## config.mk

```make
export PLATFORM = sky130hd
export DESIGN_NAME = alu_div_flat
export DESIGN_NICKNAME = d
export VERILOG_FILES = /design/src/rtl/alu_div_pkg.sv /design/src/rtl/alu_div_if.sv /design/src/rtl/div_step.sv /design/src/rtl/alu_div.sv /design/src/flat_wrapper.sv
export SDC_FILE = /design/constraint.sdc
export NUM_CORES = 1
export LEC_CHECK = 0
export BUFFER_PORTS_ARGS = -buffer_cell sky130_fd_sc_hd__buf_2
export CORE_UTILIZATION = 41
export DETAILED_ROUTE_END_ITERATION = 12
export PLACE_DENSITY_LB_ADDON = 0.12
export SLEW_MARGIN = 20
export SYNTH_ARGS = -nofsm -noshare
export SYNTH_HDL_FRONTEND = slang
export SYNTH_SLANG_ARGS = --single-unit
```

## constraint.sdc

```tcl
create_clock -name clk -period 4.53 [get_ports clk]
set_clock_uncertainty 0.2 [all_clocks]
set_input_delay 0.6795 -clock clk [delete_from_list [all_inputs] [get_ports clk]]
set_output_delay 0.6795 -clock clk [all_outputs]
set_load 0.02 [all_outputs]
```

## src/rtl/alu_div_pkg.sv

```systemverilog
// Shared definitions for the alu_div block.
// Holds the data width, the number of divide steps per operation and
// the alu_div control state enumeration, plus a magnitude helper used
// when latching signed operands.
package alu_div_pkg;

  localparam int WIDTH = 16;
  localparam int STEPS = 16;

  typedef enum logic [1:0] {
    IDLE = 2'd0,
    CALC = 2'd1,
    FIX  = 2'd2
  } state_t;

  // Absolute value when is_signed is set and v is negative. 0x8000 maps to
  // 0x8000, which is the correct unsigned magnitude of -32768.
  function automatic logic [WIDTH-1:0] magnitude(input logic [WIDTH-1:0] v,
                                                 input logic             is_signed);
    return (is_signed && v[WIDTH-1]) ? -v : v;
  endfunction

endpackage

```

## src/rtl/alu_div_if.sv

```systemverilog
// Request/response bundle for alu_div.
// Handshake: the requester raises start with divs/x/y stable; the request
// is accepted on a rising clock edge where busy=0 and ignored otherwise.
// busy stays high until the operation finishes; done is a one-cycle pulse
// marking result/result_hi/C/N/V/Z valid, and those stay held until the
// next accepted request completes. state mirrors the controller state.
//   master : start, divs, x, y out; busy, done, results, flags, state in
//   slave  : the mirror image (used by alu_div)
interface alu_div_if;
  import alu_div_pkg::*;

  logic             start;
  logic             divs;
  logic [WIDTH-1:0] x;
  logic [WIDTH-1:0] y;
  logic             busy;
  logic             done;
  logic [WIDTH-1:0] result;
  logic [WIDTH-1:0] result_hi;
  logic             C;
  logic             N;
  logic             V;
  logic             Z;
  state_t           state;

  modport master (
    output start, divs, x, y,
    input  busy, done, result, result_hi, C, N, V, Z, state
  );

  modport slave (
    input  start, divs, x, y,
    output busy, done, result, result_hi, C, N, V, Z, state
  );

endinterface

```

## src/rtl/div_step.sv

```systemverilog
// One restoring division step (combinational).
//   rem      : current partial remainder (always < divisor when divisor != 0)
//   dbit     : next dividend bit shifted in
//   divisor  : divisor magnitude
//   rem_next : partial remainder after the trial subtract
//   q_bit    : quotient bit produced by this step
module div_step
  import alu_div_pkg::*;
(
  input  logic [WIDTH-1:0] rem,
  input  logic             dbit,
  input  logic [WIDTH-1:0] divisor,
  output logic [WIDTH-1:0] rem_next,
  output logic             q_bit
);

  logic [WIDTH:0] shifted;
  logic [WIDTH:0] diff;

  // shifted < 2*divisor, so the 17-bit difference lies in (-divisor, divisor)
  // and its top bit is a reliable borrow/sign indicator.
  always_comb begin
    shifted  = {rem, dbit};
    diff     = shifted - {1'b0, divisor};
    q_bit    = ~diff[WIDTH];
    rem_next = q_bit ? diff[WIDTH-1:0] : shifted[WIDTH-1:0];
  end

endmodule

```

## src/rtl/alu_div.sv

```systemverilog
// 16-bit signed/unsigned iterative divider.
// An accepted start latches the operands (as magnitudes in signed mode),
// runs 16 restoring steps in CALC, then FIX applies sign correction and the
// divide-by-zero / signed-overflow cases, writes quotient, remainder and
// flags, and pulses done.
//   clk, reset : clock, asynchronous active-high reset
//   bus        : alu_div_if.slave (start/divs/x/y in; busy/done/result/
//                result_hi/C/N/V/Z/state out)
module alu_div
  import alu_div_pkg::*;
(
  input  logic      clk,
  input  logic      reset,
  alu_div_if.slave  bus
);

  localparam logic [4:0] LAST_STEP = 5'(STEPS - 1);

  state_t           state, next_state;
  logic [4:0]       cnt;
  logic [WIDTH-1:0] x_raw, dvsr, quot, rem;
  logic             q_neg, r_neg, y_zero, ovf;
  logic [WIDTH-1:0] rem_next;
  logic             q_bit;
  logic [WIDTH-1:0] q_fix, r_fix;
  logic             busy, done, n_flag, v_flag, z_flag;
  logic [WIDTH-1:0] result, result_hi;

  div_step u_step (
    .rem      (rem),
    .dbit     (quot[WIDTH-1]),
    .divisor  (dvsr),
    .rem_next (rem_next),
    .q_bit    (q_bit)
  );

  // State register
  always_ff @(posedge clk or posedge reset) begin
    if (reset) state <= IDLE;
    else       state <= next_state;
  end

  // Next-state logic
  always_comb begin
    next_state = state;
    case (state)
      IDLE:    if (bus.start) next_state = CALC;
      CALC:    if (cnt == LAST_STEP) next_state = FIX;
      FIX:     next_state = IDLE;
      default: next_state = IDLE;
    endcase
  end

  // Output logic
  always_comb begin
    busy = (state != IDLE);
  end

  // Sign correction; divide-by-zero overrides with all-ones and the dividend.
  always_comb begin
    q_fix = q_neg ? -quot : quot;
    r_fix = r_neg ? -rem  : rem;
    if (y_zero) begin
      q_fix = '1;
      r_fix = x_raw;
    end
  end

  // Datapath: operand latch, step counter, iteration, result registers
  always_ff @(posedge clk or posedge reset) begin
    if (reset) begin
      cnt       <= '0;
      x_raw     <= '0;
      dvsr      <= '0;
      quot      <= '0;
      rem       <= '0;
      q_neg     <= 1'b0;
      r_neg     <= 1'b0;
      y_zero    <= 1'b0;
      ovf       <= 1'b0;
      done      <= 1'b0;
      result    <= '0;
      result_hi <= '0;
      n_flag    <= 1'b0;
      v_flag    <= 1'b0;
      z_flag    <= 1'b0;
    end else begin
      done <= 1'b0;
      case (state)
        IDLE: begin
          if (bus.start) begin
            x_raw  <= bus.x;
            y_zero <= (bus.y == '0);
            ovf    <= bus.divs && (bus.x == 16'h8000) && (bus.y == 16'hFFFF);
            q_neg  <= bus.divs & (bus.x[WIDTH-1] ^ bus.y[WIDTH-1]);
            r_neg  <= bus.divs & bus.x[WIDTH-1];
            quot   <= magnitude(bus.x, bus.divs);
            dvsr   <= magnitude(bus.y, bus.divs);
            rem    <= '0;
            cnt    <= '0;
          end
        end
        CALC: begin
          // quot doubles as the dividend shift register: its MSB feeds the
          // step while the new quotient bit enters at the bottom.
          rem  <= rem_next;
          quot <= {quot[WIDTH-2:0], q_bit};
          cnt  <= cnt + 5'd1;
        end
        FIX: begin
          done      <= 1'b1;
          result    <= q_fix;
          result_hi <= r_fix;
          n_flag    <= q_fix[WIDTH-1];
          z_flag    <= (q_fix == '0);
          v_flag    <= y_zero | ovf;
        end
        default: ;
      endcase
    end
  end

  assign bus.busy      = busy;
  assign bus.done      = done;
  assign bus.result    = result;
  assign bus.result_hi = result_hi;
  assign bus.C         = 1'b0;
  assign bus.N         = n_flag;
  assign bus.V         = v_flag;
  assign bus.Z         = z_flag;
  assign bus.state     = state;

endmodule

```

## src/flat_wrapper.sv

```systemverilog
// flat-port wrapper written by rule: the top's interface ports become plain ports
module alu_div_flat import alu_div_pkg::*;
  (clk, reset, bus_start, bus_divs, bus_x, bus_y, bus_busy, bus_done, bus_result, bus_result_hi, bus_C, bus_N, bus_V, bus_Z, bus_state);
  alu_div_if bus_i ();
  input  logic clk;
  input  logic reset;
  input wire logic [$bits(bus_i.start)-1:0] bus_start;
  input wire logic [$bits(bus_i.divs)-1:0] bus_divs;
  input wire logic [$bits(bus_i.x)-1:0] bus_x;
  input wire logic [$bits(bus_i.y)-1:0] bus_y;
  output wire logic [$bits(bus_i.busy)-1:0] bus_busy;
  output wire logic [$bits(bus_i.done)-1:0] bus_done;
  output wire logic [$bits(bus_i.result)-1:0] bus_result;
  output wire logic [$bits(bus_i.result_hi)-1:0] bus_result_hi;
  output wire logic [$bits(bus_i.C)-1:0] bus_C;
  output wire logic [$bits(bus_i.N)-1:0] bus_N;
  output wire logic [$bits(bus_i.V)-1:0] bus_V;
  output wire logic [$bits(bus_i.Z)-1:0] bus_Z;
  output wire logic [$bits(bus_i.state)-1:0] bus_state;
  assign bus_i.start = bus_start;
  assign bus_i.divs = bus_divs;
  assign bus_i.x = bus_x;
  assign bus_i.y = bus_y;
  assign bus_busy = bus_i.busy;
  assign bus_done = bus_i.done;
  assign bus_result = bus_i.result;
  assign bus_result_hi = bus_i.result_hi;
  assign bus_C = bus_i.C;
  assign bus_N = bus_i.N;
  assign bus_V = bus_i.V;
  assign bus_Z = bus_i.Z;
  assign bus_state = bus_i.state;
  alu_div u_core (.clk(clk), .reset(reset), .bus(bus_i));
endmodule
```

* After elaboration in Yosys (flattened, before gate mapping)
Index checks and enable logic that the tools add are counted.
** Cells by class
- Add/sub/neg operators :: 6
- Equal/unequal tests :: 7
- Multiplexer cells :: 17
- Bitwise logic cells :: 5
- Reductions and logical operators :: 12
** Operators by type and width (number)
- 16-bit two-way mux :: 9
- 16-bit negation :: 4
- 16-bit one-hot mux with 2 select lines :: 2
- 16-bit == test (second input constant) :: 2
- 16-bit zero test :: 2
- 17-bit by 16-bit subtractor with 17-bit output :: 1
- 5-bit one-hot mux with 2 select lines :: 1
- 2-bit AND reduction :: 3
- 5-bit by 1-bit adder with 5-bit output (second input constant) :: 1
- 5-bit by 4-bit == test with 1-bit output (second input constant) :: 1
- 5-bit two-way mux :: 1
- 1-bit logical AND :: 4
- 2-bit two-way mux :: 2
- 2-bit one-hot mux with 2 select lines :: 1
- 2-bit nonzero test :: 2
- 1-bit bitwise AND :: 2
- 2-bit by 1-bit == test with 1-bit output (second input constant) :: 1
- 2-bit == test (second input constant) :: 1
- 2-bit zero test :: 1
- 2-bit by 1-bit inequality test with 1-bit output (second input constant) :: 1
- 2-bit inequality test (second input constant) :: 1
- 1-bit two-way mux :: 1
- 1-bit NOT :: 1
- 1-bit OR :: 1
- 1-bit bitwise XOR :: 1
** Storage, ports and cells
- Register bits :: 111
- Bits of input ports :: 36
- Output and inout port bits :: 40
- Word-level logic and storage cells :: 63

* Logic depth before layout (Yosys ltp)
Gate-level depths: netlist of the first run.
- Depth in word-level cells :: 4
- Gate-level depth with buffers :: 10

* Modules after synthesis
Synthesis of the first run repeated with hierarchy kept, for this count alone.
** Second synthesis, totals
- Cell total of the unflattened synthesis :: 772
- Area, all modules :: 6750.2 µm²
** By module, submodules not included
- alu_div :: instances 1, cells each 644, area each 5740.5 µm², sequential area each 2752.6 µm²
- div_step :: instances 1, cells each 128, area each 1009.7 µm², sequential area each 0.0 µm²

* Worst setup path after synthesis of the first run
Ideal clock, no wire load.
- Path kind :: register -> register
- Start :: register u_core.quot[15]
- End :: register u_core.rem[4]
- Library setup time :: 126 ps
- Data arrival time :: 2498 ps
- Slack :: 1706 ps
- Cell stages (with the launch flop) :: 11
- Buffers on the path :: 1
- Cells stage by stage :: dfrtp_1 inv_1 ha_1 fa_1 nand2b_1 a21oi_1 o21ai_1 a31oi_2 buf_2 nor4_1 a311o_1
** On the way
- Word-level cells in the longest chain between the ends :: 3
** Ends and longest elaborated chain
- start, declared :: line alu_div.sv:21 : logic [WIDTH-1:0] x_raw, dvsr, quot, rem;
- start signal, assigned :: line alu_div.sv:97 : quot <= magnitude(bus.x, bus.divs);
- start signal, assigned :: line alu_div.sv:107 : quot <= {quot[WIDTH-2:0], q_bit};
- 17-bit by 16-bit subtractor with 17-bit output :: line div_step.sv:24 : diff = shifted - {1'b0, divisor};
- 16-bit two-way mux :: line div_step.sv:26 : rem_next = q_bit ? diff[WIDTH-1:0] : shifted[WIDTH-1:0];
- 16-bit one-hot mux with 2 select lines :: line alu_div.sv:89 : case (state)
- end signal, assigned :: line alu_div.sv:106 : rem <= rem_next;
- end, declared :: line alu_div.sv:21
No other way between the ends.
A chain may end at the register's enable or synchronous reset.

* Final worst setup path of the first run
- Start :: register u_core.quot[15]
- End :: register u_core.rem[8]
The elaborated chain is that of the path after synthesis.

==> results.cfg, run 1 <==
[layout]
nets = 902
n_antenna_cell = 0
layout.area.seq_um2 = 2753
fillerInstances = 1636
drive_gt1_frac = 0.1405
multiInputGateArea_um2 = 3790
syn2layout_area_growth_pct = 11.61

[timing]
drv_slew = 0
finalCriticalPeriod_ps = 3446
period_share = 0.7606
worst-slew-pin-transition_ps = 1031
hold_violations = 0
fin_tns_setup_ps = 0
relSlewSlack = 0.3127
setup_violations = 0
max_freq_mhz = 290.2
rsz0062_at_grt = false

[clock_network]
clkTransAtPathRegs_ps = 80
htree_levels = 3
postCtsSetupRepairBufs = 0
cts-root-buf = clkbuf_16
cts_resized = 0
cts_hold_buf = 0
clock_sinks = 110
cts_buffers = 9
ctsLongestPathBuffers = 2
insertion_delay_ps = 360
cts_tree = yes

[synth]
ys.flop_type = dfrtp_1
synth_area_um2 = 6864
avgSynthCellArea_um2 = 8.591
synth_compound_area_frac = 0.2129
muxShareOfSynthArea = 0.01914
synth_async_sr_flop_share = 1.000
synth_top_family_by_area = compound AO/OA/AOI/OAI gates
synth_warnings = 0
yosys.area_share.simple = 0.1934
ys_ff_latch = 110
synth_enable_flop_cells = 0
synth_xor_area_frac = 0.08020
synth_cell_type_count = 69
syn-instance-count = 799
seq_area_frac_synth = 0.4010
syn_nets = 859
synth_fa_ha_area_frac = 0.04484

[worst_setup_path]
cp_num_buf_inv = 1
end_kind = flip-flop
cp_slowest_cell = a31oi_2
cp.required_ps = 4580
path_delay_family = compound AO/OA/AOI/OAI gates
worst_setup_path_start_kind = flip-flop
arrival_ps = 3490
slowest_delay_ps = 690
rr_startpoint = u_core.quot[15]
crit_chain = inv_1, ha_1, fa_1, nand2b_1, a21oi_1, o21ai_1, a31oi_2, nor4_1, a311o_1
critPathLaunch = u_core.quot[15]
crit_type = flip-flop to flip-flop
critPathMaxFanout = 15

[drt]
drc = 0
ant_nets = 0
vias = 5994
routedWlPerCell_um = 17.77
viasPerCell = 5.639
dr.pass1.iters = 5
first_iter_violations = 392
wl_um = 18890

[global_route]
grt_use_total = 0.2232
gr-total-overflow = 0
grt_start_max_net_pins = 50
grt_pass1_wl_um = 30570
grt_pass1_vias = 5704
antenna_found_initial = 0

[floorplan]
die_h_um = 131.4
fp.coreArea_um2 = 16120
die_x_um = 131.4
start_util = 0.4259
die_area_um2 = 17260
rows = 46
pin_count = 76

[flow_run]
drv_cap = 0

[placed_design]
place.gp.congestion = 0.8847
portBuffers = 74
dp_hpwl_um = 14300

[pwr]
finalPower_uw = 6234
p_per_area_nw_per_um2 = 813.8
vdd_drop_max_uv = 366.8
p_leak_uw = 0.003461

[min_path]
hp-class = input pin to async pin

[status]
status = complete, no violations
[registers in the layout (all words and copies together) (netlist names)]
register              count
u_core.bus.V              1
u_core.dvsr              16
u_core.ovf                1
u_core.rem               16
u_core.bus.Z              1
u_core.bus.result_hi     16
u_core.bus.state          2
u_core.cnt                5
u_core.quot              16
u_core.y_zero             1
u_core.q_neg              1
u_core.x_raw             16
u_core.r_neg              1
u_core.bus.result        16
u_core.bus.done           1
[cell usage in the layout (no fill, tap or decap), drive strengths merged, types with 11 or more instances in the layout]
cell type,Yosys,final
nand2,111,111
dfrtp,110,110
o21ai,88,88
buf,10,81
a21oi,51,51
nor2,49,49
inv,35,38
xnor2,34,34
xor2,28,28
ha,23,23
nand3,22,22
a22oi,15,15
o31ai,15,15
nor3,13,13
mux2i,12,12
o211ai,12,12
nor4,12,12
nand2b,11,11
and3,11,11
[power by group]
part           switching (uW)  internal [uW]  total, uW  leakage (uW)
registers                 468           1400       1870       0.00136
logic                    2160           1430       3590       0.00197
clock network             393            385        779      0.000136
total                    3020           3210       6230       0.00346
[per-stage QoR]
step | cell area [um^2] | util | cells | hold WS, ps | setup WS [ps]
CTS | 7661 | 0.4754 | 1063 | 212.2 | 1092
global route | 7661 | 0.4754 | 1063 | 240.2 | 848.3
floorplan | 6864 | - | 799 | 237.9 | 748.2
detailed placement | 7370 | 0.4573 | 1047 | 258.0 | 1106
finish | 7661 | 0.4754 | 1063 | 186.5 | 1084
global placement | 7370 | 0.4573 | 1047 | 255.3 | 1235
[kinds of logic (layout without fill, tap and decap cells)]
logic type      after synthesis  count (layout)
mux                          13              13
other cells                   1               1
xor+xnor                     62              62
flops                       110             110
simple gates                274             274
buf+inv                      84             132
fa+ha+maj                    24              24
compound gates              231             231
[path summary, 6_finish.rpt]
path | end | cells past startpoint | slack [ps]
setup / recovery | u_core.rem[8] | 9 | 1080
hold / removal | u_core.bus.result[14] | 2 | 190
setup reg to reg | u_core.rem[8] | 9 | 1080
hold reg to reg | u_core.x_raw[7] | 2 | 280
max in group asynchronous | u_core.dvsr[4] | 3 | 3050
min in group clk | u_core.x_raw[7] | 2 | 280
[metal layers]
metal	vias to the layer above	wire length [um]	global-route usage
met5	-	0	0
met1	2838	9023	0.3218
met2	198	8209	0.3336
met4	0	376	0.07429
met3	26	1277	0.04282
li1	2932	-	-
[layout make-up]
class | instances | area share
multi-input combinational | 605 | 0.4947
sequential | 110 | 0.3593
timing repair buffer | 81 | 0.05520
tap | 216 | 0.03528
clock buffer | 9 | 0.02940
inverter | 35 | 0.01748
clock inverter | 7 | 0.008656
[worst reg2reg max path, delay by kind of cell, from the launching register on]
kind / cells / cell delay [ps]
AND/OR/NAND/NOR: 2 / 340
buffers and inverters: 1 / 80
adder cells (fa/ha/maj): 2 / 600
flip-flops: 1 / 430
AO/OA/AOI/OAI: 4 / 1680
[cells in the mapped netlist (6+ instances only)]
library cell	n	area [um^2]
a21oi_1	50	250.2
a22oi_1	15	112.6
a311o_1	8	80.08
and3_1	11	68.82
clkbuf_1	38	142.6
dfrtp_1	110	2753
ha_1	23	287.8
inv_1	35	131.4
mux2i_1	12	120.1
nand2_1	111	416.7
nand2b_1	11	68.82
nand3_1	22	110.1
nand4_1	9	56.30
nor2_1	49	183.9
nor3_1	13	65.06
nor4_1	10	62.56
o211ai_1	12	90.09
o21ai_0	85	425.4
o31ai_1	14	105.1
or3_1	9	56.30
or4_1	6	45.04
xnor2_1	33	289.0
xor2_1	28	245.2
Note: power is estimated with default switching activity, not from simulation.
==> run 2: changes to the inputs <==
--- a/config.mk
+++ b/config.mk
@@ -5,6 +5,7 @@
 export SDC_FILE = /design/constraint.sdc
 export NUM_CORES = 1
 export LEC_CHECK = 0
+export ABC_AREA = 1
 export BUFFER_PORTS_ARGS = -buffer_cell sky130_fd_sc_hd__buf_2
 export CORE_UTILIZATION = 41
 export DETAILED_ROUTE_END_ITERATION = 12
==> constraint.sdc (replaced) <==
create_clock -name clk -period 3.4 [get_ports clk]
set_clock_uncertainty 0.2 [all_clocks]
set_input_delay 0.51 -clock clk [delete_from_list [all_inputs] [get_ports clk]]
set_output_delay 0.51 -clock clk [all_outputs]
set_load 0.02 [all_outputs]
==> results.cfg, run 2 <==
[status]
status = complete, no violations

[clock_network]
cts-root-buf = clkbuf_16
postCtsSetupRepairBufs = 0
cts_buffers = 9
cts_resized = 0
insertion_delay_ps = 360
htree_levels = 3
cts_tree = yes
ctsLongestPathBuffers = 2
clock_sinks = 110
cts_hold_buf = 0
clkTransAtPathRegs_ps = 80

[layout]
fin_util = 0.4781
stdcell_count = 1285
n_antenna_cell = 0
final_common_cell = nand2_1
final_cell_mix = 290 x nand2_1, 110 x dfrtp_1, 101 x inv_1
multiInputGateArea_um2 = 3837
nets = 1120
drive_gt1_frac = 0.1305
syn2layout_area_growth_pct = 12.44
fillerInstances = 1773
layout.area.seq_um2 = 2753

[pwr]
p_per_area_nw_per_um2 = 1067
p_leak_uw = 0.004086
vdd_drop_max_uv = 316.0

[worst_setup_path]
end_kind = flip-flop
arrival_ps = 2640
worst_setup_path_start_kind = flip-flop
cp.required_ps = 3460
crit_type = flip-flop to flip-flop
critPathMaxFanout = 17

[timing]
max_freq_mhz = 387.9
period_share = 0.7582
relSlewSlack = 0.5587
setup_violations = 0
hold_violations = 0
finalCriticalPeriod_ps = 2578
fin_tns_setup_ps = 0
hold_slack_ps = 67.81
rsz0062_at_grt = false
worst_slack_ps = 822.3
worst-slew-pin-transition_ps = 661.2
drv_slew = 0

[floorplan]
die_h_um = 134.1
start_util = 0.4252
pin_count = 76
die_x_um = 134.1
fp.coreArea_um2 = 16820
rows = 47
die_area_um2 = 17980

[synth]
yosys-top-cells-count = 292 x nand2_1, 110 x dfrtp_1, 102 x inv_1
yosys-top-cells-area = dfrtp_1 38%, nand2_1 15%, o21ai_0 5.7%, nand3_1 5.5%, inv_1 5.4%
ys_ff_latch = 110
synth_top_cell_area_share = 0.3849
synth_area_um2 = 7152
synth_cell_type_count = 47
ys.flop_type = dfrtp_1
yosys.area.top_type = dfrtp_1
synth.most_common_cell = nand2_1
synth_async_sr_flop_share = 1.000
avgSynthCellArea_um2 = 7.138
syn_nets = 1062
synth_enable_flop_cells = 0
seq_area_frac_synth = 0.3849
syn-instance-count = 1002
synth_warnings = 0

[drt]
dr.pass1.iters = 5
drc = 0
met3_length_um = 1043
viasPerCell = 5.177
ant_nets = 0
top_layer = met4
wl_met2_um = 8288
wl_um = 20170
wl_met1_um = 10620
first_iter_violations = 623
routedWlPerCell_um = 15.70
vias = 6653

[placed_design]
dp_hpwl_um = 15220
place.gp.congestion = 0.8477
place_ws_ps = 821.5
placedCellCount = 1269
portBuffers = 74

[flow_run]
drv_cap = 0

[global_route]
grt_use_total = 0.2358
grt_pass1_vias = 6100
gr-total-overflow = 0
antenna_found_initial = 0
grt_start_max_net_pins = 111
grt_pass1_wl_um = 33030

[min_path]
hp-class = input pin to async pin
-- run 2: changes by cell type in the layout (fill, tap and decap cells not counted), moves of 12 or more --
cell     previous run  this run
nand3_1            22        78
nand2_2             1        16
o31ai_1            14         0
nand2_1           110       290
nor2_1             48        97
mux2i_1            12         0
inv_1              34       101
xnor2_1            33         7
-- run 2: cells by family after synthesis --
logic type / count (synthesis) / synth area share
AO/OA/AOI/OAI: 166 / 0.1314
XOR/XNOR: 30 / 0.03674
adder cells (fa/ha/maj): 24 / 0.04304
buffers and inverters: 141 / 0.07995
flip-flops: 110 / 0.3849
other: 1 / 0.0005243
AND/OR/NAND/NOR: 530 / 0.3235
-- run 2: per-layer routing --
| layer | track usage | vias to the layer above |
|---|---|---|
| met2 | 0.3388 | 183 |
| met3 | 0.02494 | 16 |
| met5 | 0 | - |
| li1 | - | 3375 |
| met4 | 0.05119 | 0 |
| met1 | 0.3755 | 3079 |
-- run 2: layout make-up --
type	instances	share of cell area
Multi-Input combinational cell	751	0.4772
Sequential cell	110	0.3423
Timing Repair Buffer	83	0.05601
Inverter	105	0.04948
Tap cell	220	0.03423
Clock buffer	9	0.02801
Clock inverter	7	0.01276
-- run 2: per-stage QoR --
| stage | cell area, um^2 | power [uW] |
|---|---|---|
| after global placement | 7714 | 7375 |
| after CTS | 8041 | 8586 |
| after detailed placement | 7714 | 7418 |
| after floorplan | 7156 | 6183 |
| final | 8041 | 8578 |
| after global routing | 8041 | 9422 |
-- run 2: final timing paths --
| check | endpoint | depth (start not counted) | from | slack (ps) |
|---|---|---|---|---|
| min | u_core.rem[14] | 3 | reset | 70 |
| max reg2reg | u_core.rem[13] | 13 | u_core.quot[15] | 820 |
| min in group clk | u_core.quot[13] | 3 | bus_x[13] | 210 |
| max in group asynchronous | u_core.dvsr[10] | 3 | reset | 2410 |
| min reg2reg | u_core.bus.Z | 2 | u_core.bus.Z | 280 |
| max | u_core.rem[13] | 13 | u_core.quot[15] | 820 |
-- run 2: report_power, final --
part	leakage, uW	switching [uW]	internal (uW)
logic	0.00263	3180	1750
registers	0.00130	587	1900
clock network	0.000159	568	599
-- run 2: worst max-delay path: stages, from the launching register on --
cell     delay (ps)
dfrtp_1         390
inv_1           100
ha_1            230
fa_1            450
o21ai_2         240
nand2_2          70
nand2_2          90
nand2_2          90
nand2_2          90
nand2_4         150
nand2_8         190
nand2_1          80
nand3_1          70
nand2_1          50
==> run 3: changes to the inputs <==
==> constraint.sdc (replaced) <==
create_clock -name clk -period 2.6 [get_ports clk]
set_clock_uncertainty 0.2 [all_clocks]
set_input_delay 0.39 -clock clk [delete_from_list [all_inputs] [get_ports clk]]
set_output_delay 0.39 -clock clk [all_outputs]
set_load 0.02 [all_outputs]
==> results.cfg, run 3 (synthesized netlist as in run 2, its figures left out) <==
[drt]
wl_um = 20070
viasPerCell = 5.157
first_iter_violations = 517
routedWlPerCell_um = 15.45
dr.pass1.iters = 5
drc = 0
ant_nets = 0
vias = 6699

[layout]
final_common_cell = nand2_1
drive_gt1_frac = 0.1427
syn2layout_area_growth_pct = 13.72
fillerInstances = 1779
nets = 1134
n_antenna_cell = 0
multiInputGateArea_um2 = 3840
layout.area.seq_um2 = 2753
finalInstanceArea_um2 = 8133
final_cell_mix = 290 x nand2_1, 110 x dfrtp_1, 101 x inv_1

[timing]
max_freq_mhz = 416.8
period_share = 0.9227
hold_slack_ps = -24.26
hold_violations = 12
setup_violations = 0
worst-slew-pin-transition_ps = 626.0
fin_tns_setup_ps = 0
rsz0062_at_grt = false
finalCriticalPeriod_ps = 2399
relSlewSlack = 0.5826
drv_slew = 0

[min_path]
hp-class = input pin to async pin

[floorplan]
rows = 47
start_util = 0.4252
pin_count = 76
fp.coreArea_um2 = 16820
die_h_um = 134.1
die_x_um = 134.1
die_area_um2 = 17980

[clock_network]
cts-root-buf = clkbuf_16
insertion_delay_ps = 360
cts_buffers = 9
cts_tree = yes
clkTransAtPathRegs_ps = 90
clock_sinks = 110
ctsLongestPathBuffers = 2
cts_hold_buf = 0
htree_levels = 3

[worst_setup_path]
path_delay_family = simple AND/OR/NAND/NOR gates
r2r_slack_ps = 200
slowest_delay_ps = 460
cp.required_ps = 2660
end_kind = flip-flop
cp_slowest_cell = dfrtp_1
worst_setup_path_start_kind = flip-flop
crit_chain = ha_1, a21oi_2, nor2_1, nor2_1, nand2_2, nand2_2, nand3_4, nand2_8, nand2_1, nand3_1, nand2_1
cp_num_buf_inv = 0
reg2regPathDepth = 11
rr_startpoint = u_core.rem[4]
critPathMaxFanout = 17
arrival_ps = 2460
crit_type = flip-flop to flip-flop
worst_r2r_endpoint = u_core.rem[9]

[status]
failed_checks = negative hold slack
status = finished with violations

[global_route]
grt_pass1_vias = 6151
antenna_found_initial = 0
grt_start_max_net_pins = 111
grt_use_total = 0.2344
grt_pass1_wl_um = 32920
gr-total-overflow = 0

[pwr]
p_leak_uw = 0.004144
vdd_drop_max_uv = 889.6
p_per_area_nw_per_um2 = 1388

[placed_design]
dpl-instance-area_um2 = 7804
dp_hpwl_um = 15200
place.gp.congestion = 0.8506
portBuffers = 74

[flow_run]
drv_cap = 0
## run 3: changes by cell type in the layout (fill, tap and decap cells not counted), sizes merged
cell | before | now
buf | 83 | 97
clkinv | 6 | 7
bufinv | 1 | 0
## run 3: per-stage QoR
step / setup WS (ps) / total power (uW) / hold slack [ps] / utilization / std cells
after global routing: 21.09 / 12400 / 40.61 / 0.4836 / 1299
after CTS: 98.15 / 11270 / 34.71 / 0.4825 / 1297
after global placement: 159.7 / 9790 / 260.2 / 0.4640 / 1281
after floorplan: 273.0 / 8086 / 243.8 / - / 1002
after detailed placement: 112.9 / 9799 / 262.8 / 0.4640 / 1281
final: 200.9 / 11290 / -24.26 / 0.4836 / 1299
## run 3: layout make-up
cell class / count / area share
clock buffers: 9 / 0.02769
clock inverters: 7 / 0.01062
inverters: 105 / 0.04892
multi-input cells: 751 / 0.4722
flip-flops and latches: 110 / 0.3385
well taps: 220 / 0.03385
repair buffers: 97 / 0.06831
## run 3: timing repair
action	in CTS	in global routing
endpoints found under the setup margin	0	14
setup buffers	0	2
resized for setup	0	1
hold endpoints to repair	0	0
## run 3: worst max-delay path by stage
stage,startpoint,end,slack [ps],depth (start not counted)
2_1_floorplan,u_core.quot[15],u_core.rem[3],270,14
4_1_cts,u_core.quot[15],u_core.rem[9],100,13
3_3_place_gp,u_core.quot[15],u_core.rem[13],160,13
3_5_place_dp,u_core.quot[15],u_core.rem[9],110,13
5_1_grt,u_core.rem[4],u_core.rem[10],20,11
6_report,u_core.rem[4],u_core.rem[9],200,11
## run 3: report_power, final
| part | switching [uW] | internal, uW |
|---|---|---|
| registers | 673 | 2480 |
| clock network | 746 | 690 |
| logic | 4260 | 2440 |
| total | 5680 | 5610 |
## run 3: layer usage
| layer | wire length, um | part of all wire | GRT usage | up-vias |
|---|---|---|---|---|
| met4 | 161 | 0.0080 | 0.04557 | 0 |
| li1 | - | - | - | 3410 |
| met5 | 0 | 0 | 0 | - |
| met1 | 10610 | 0.53 | 0.3754 | 3094 |
| met2 | 8085 | 0.40 | 0.3287 | 183 |
| met3 | 1212 | 0.060 | 0.03515 | 12 |
## run 3: worst min-delay path, cell delays in order
cell        delay, ps
buf_2             110
clkinvlp_4         70
buf_12            420
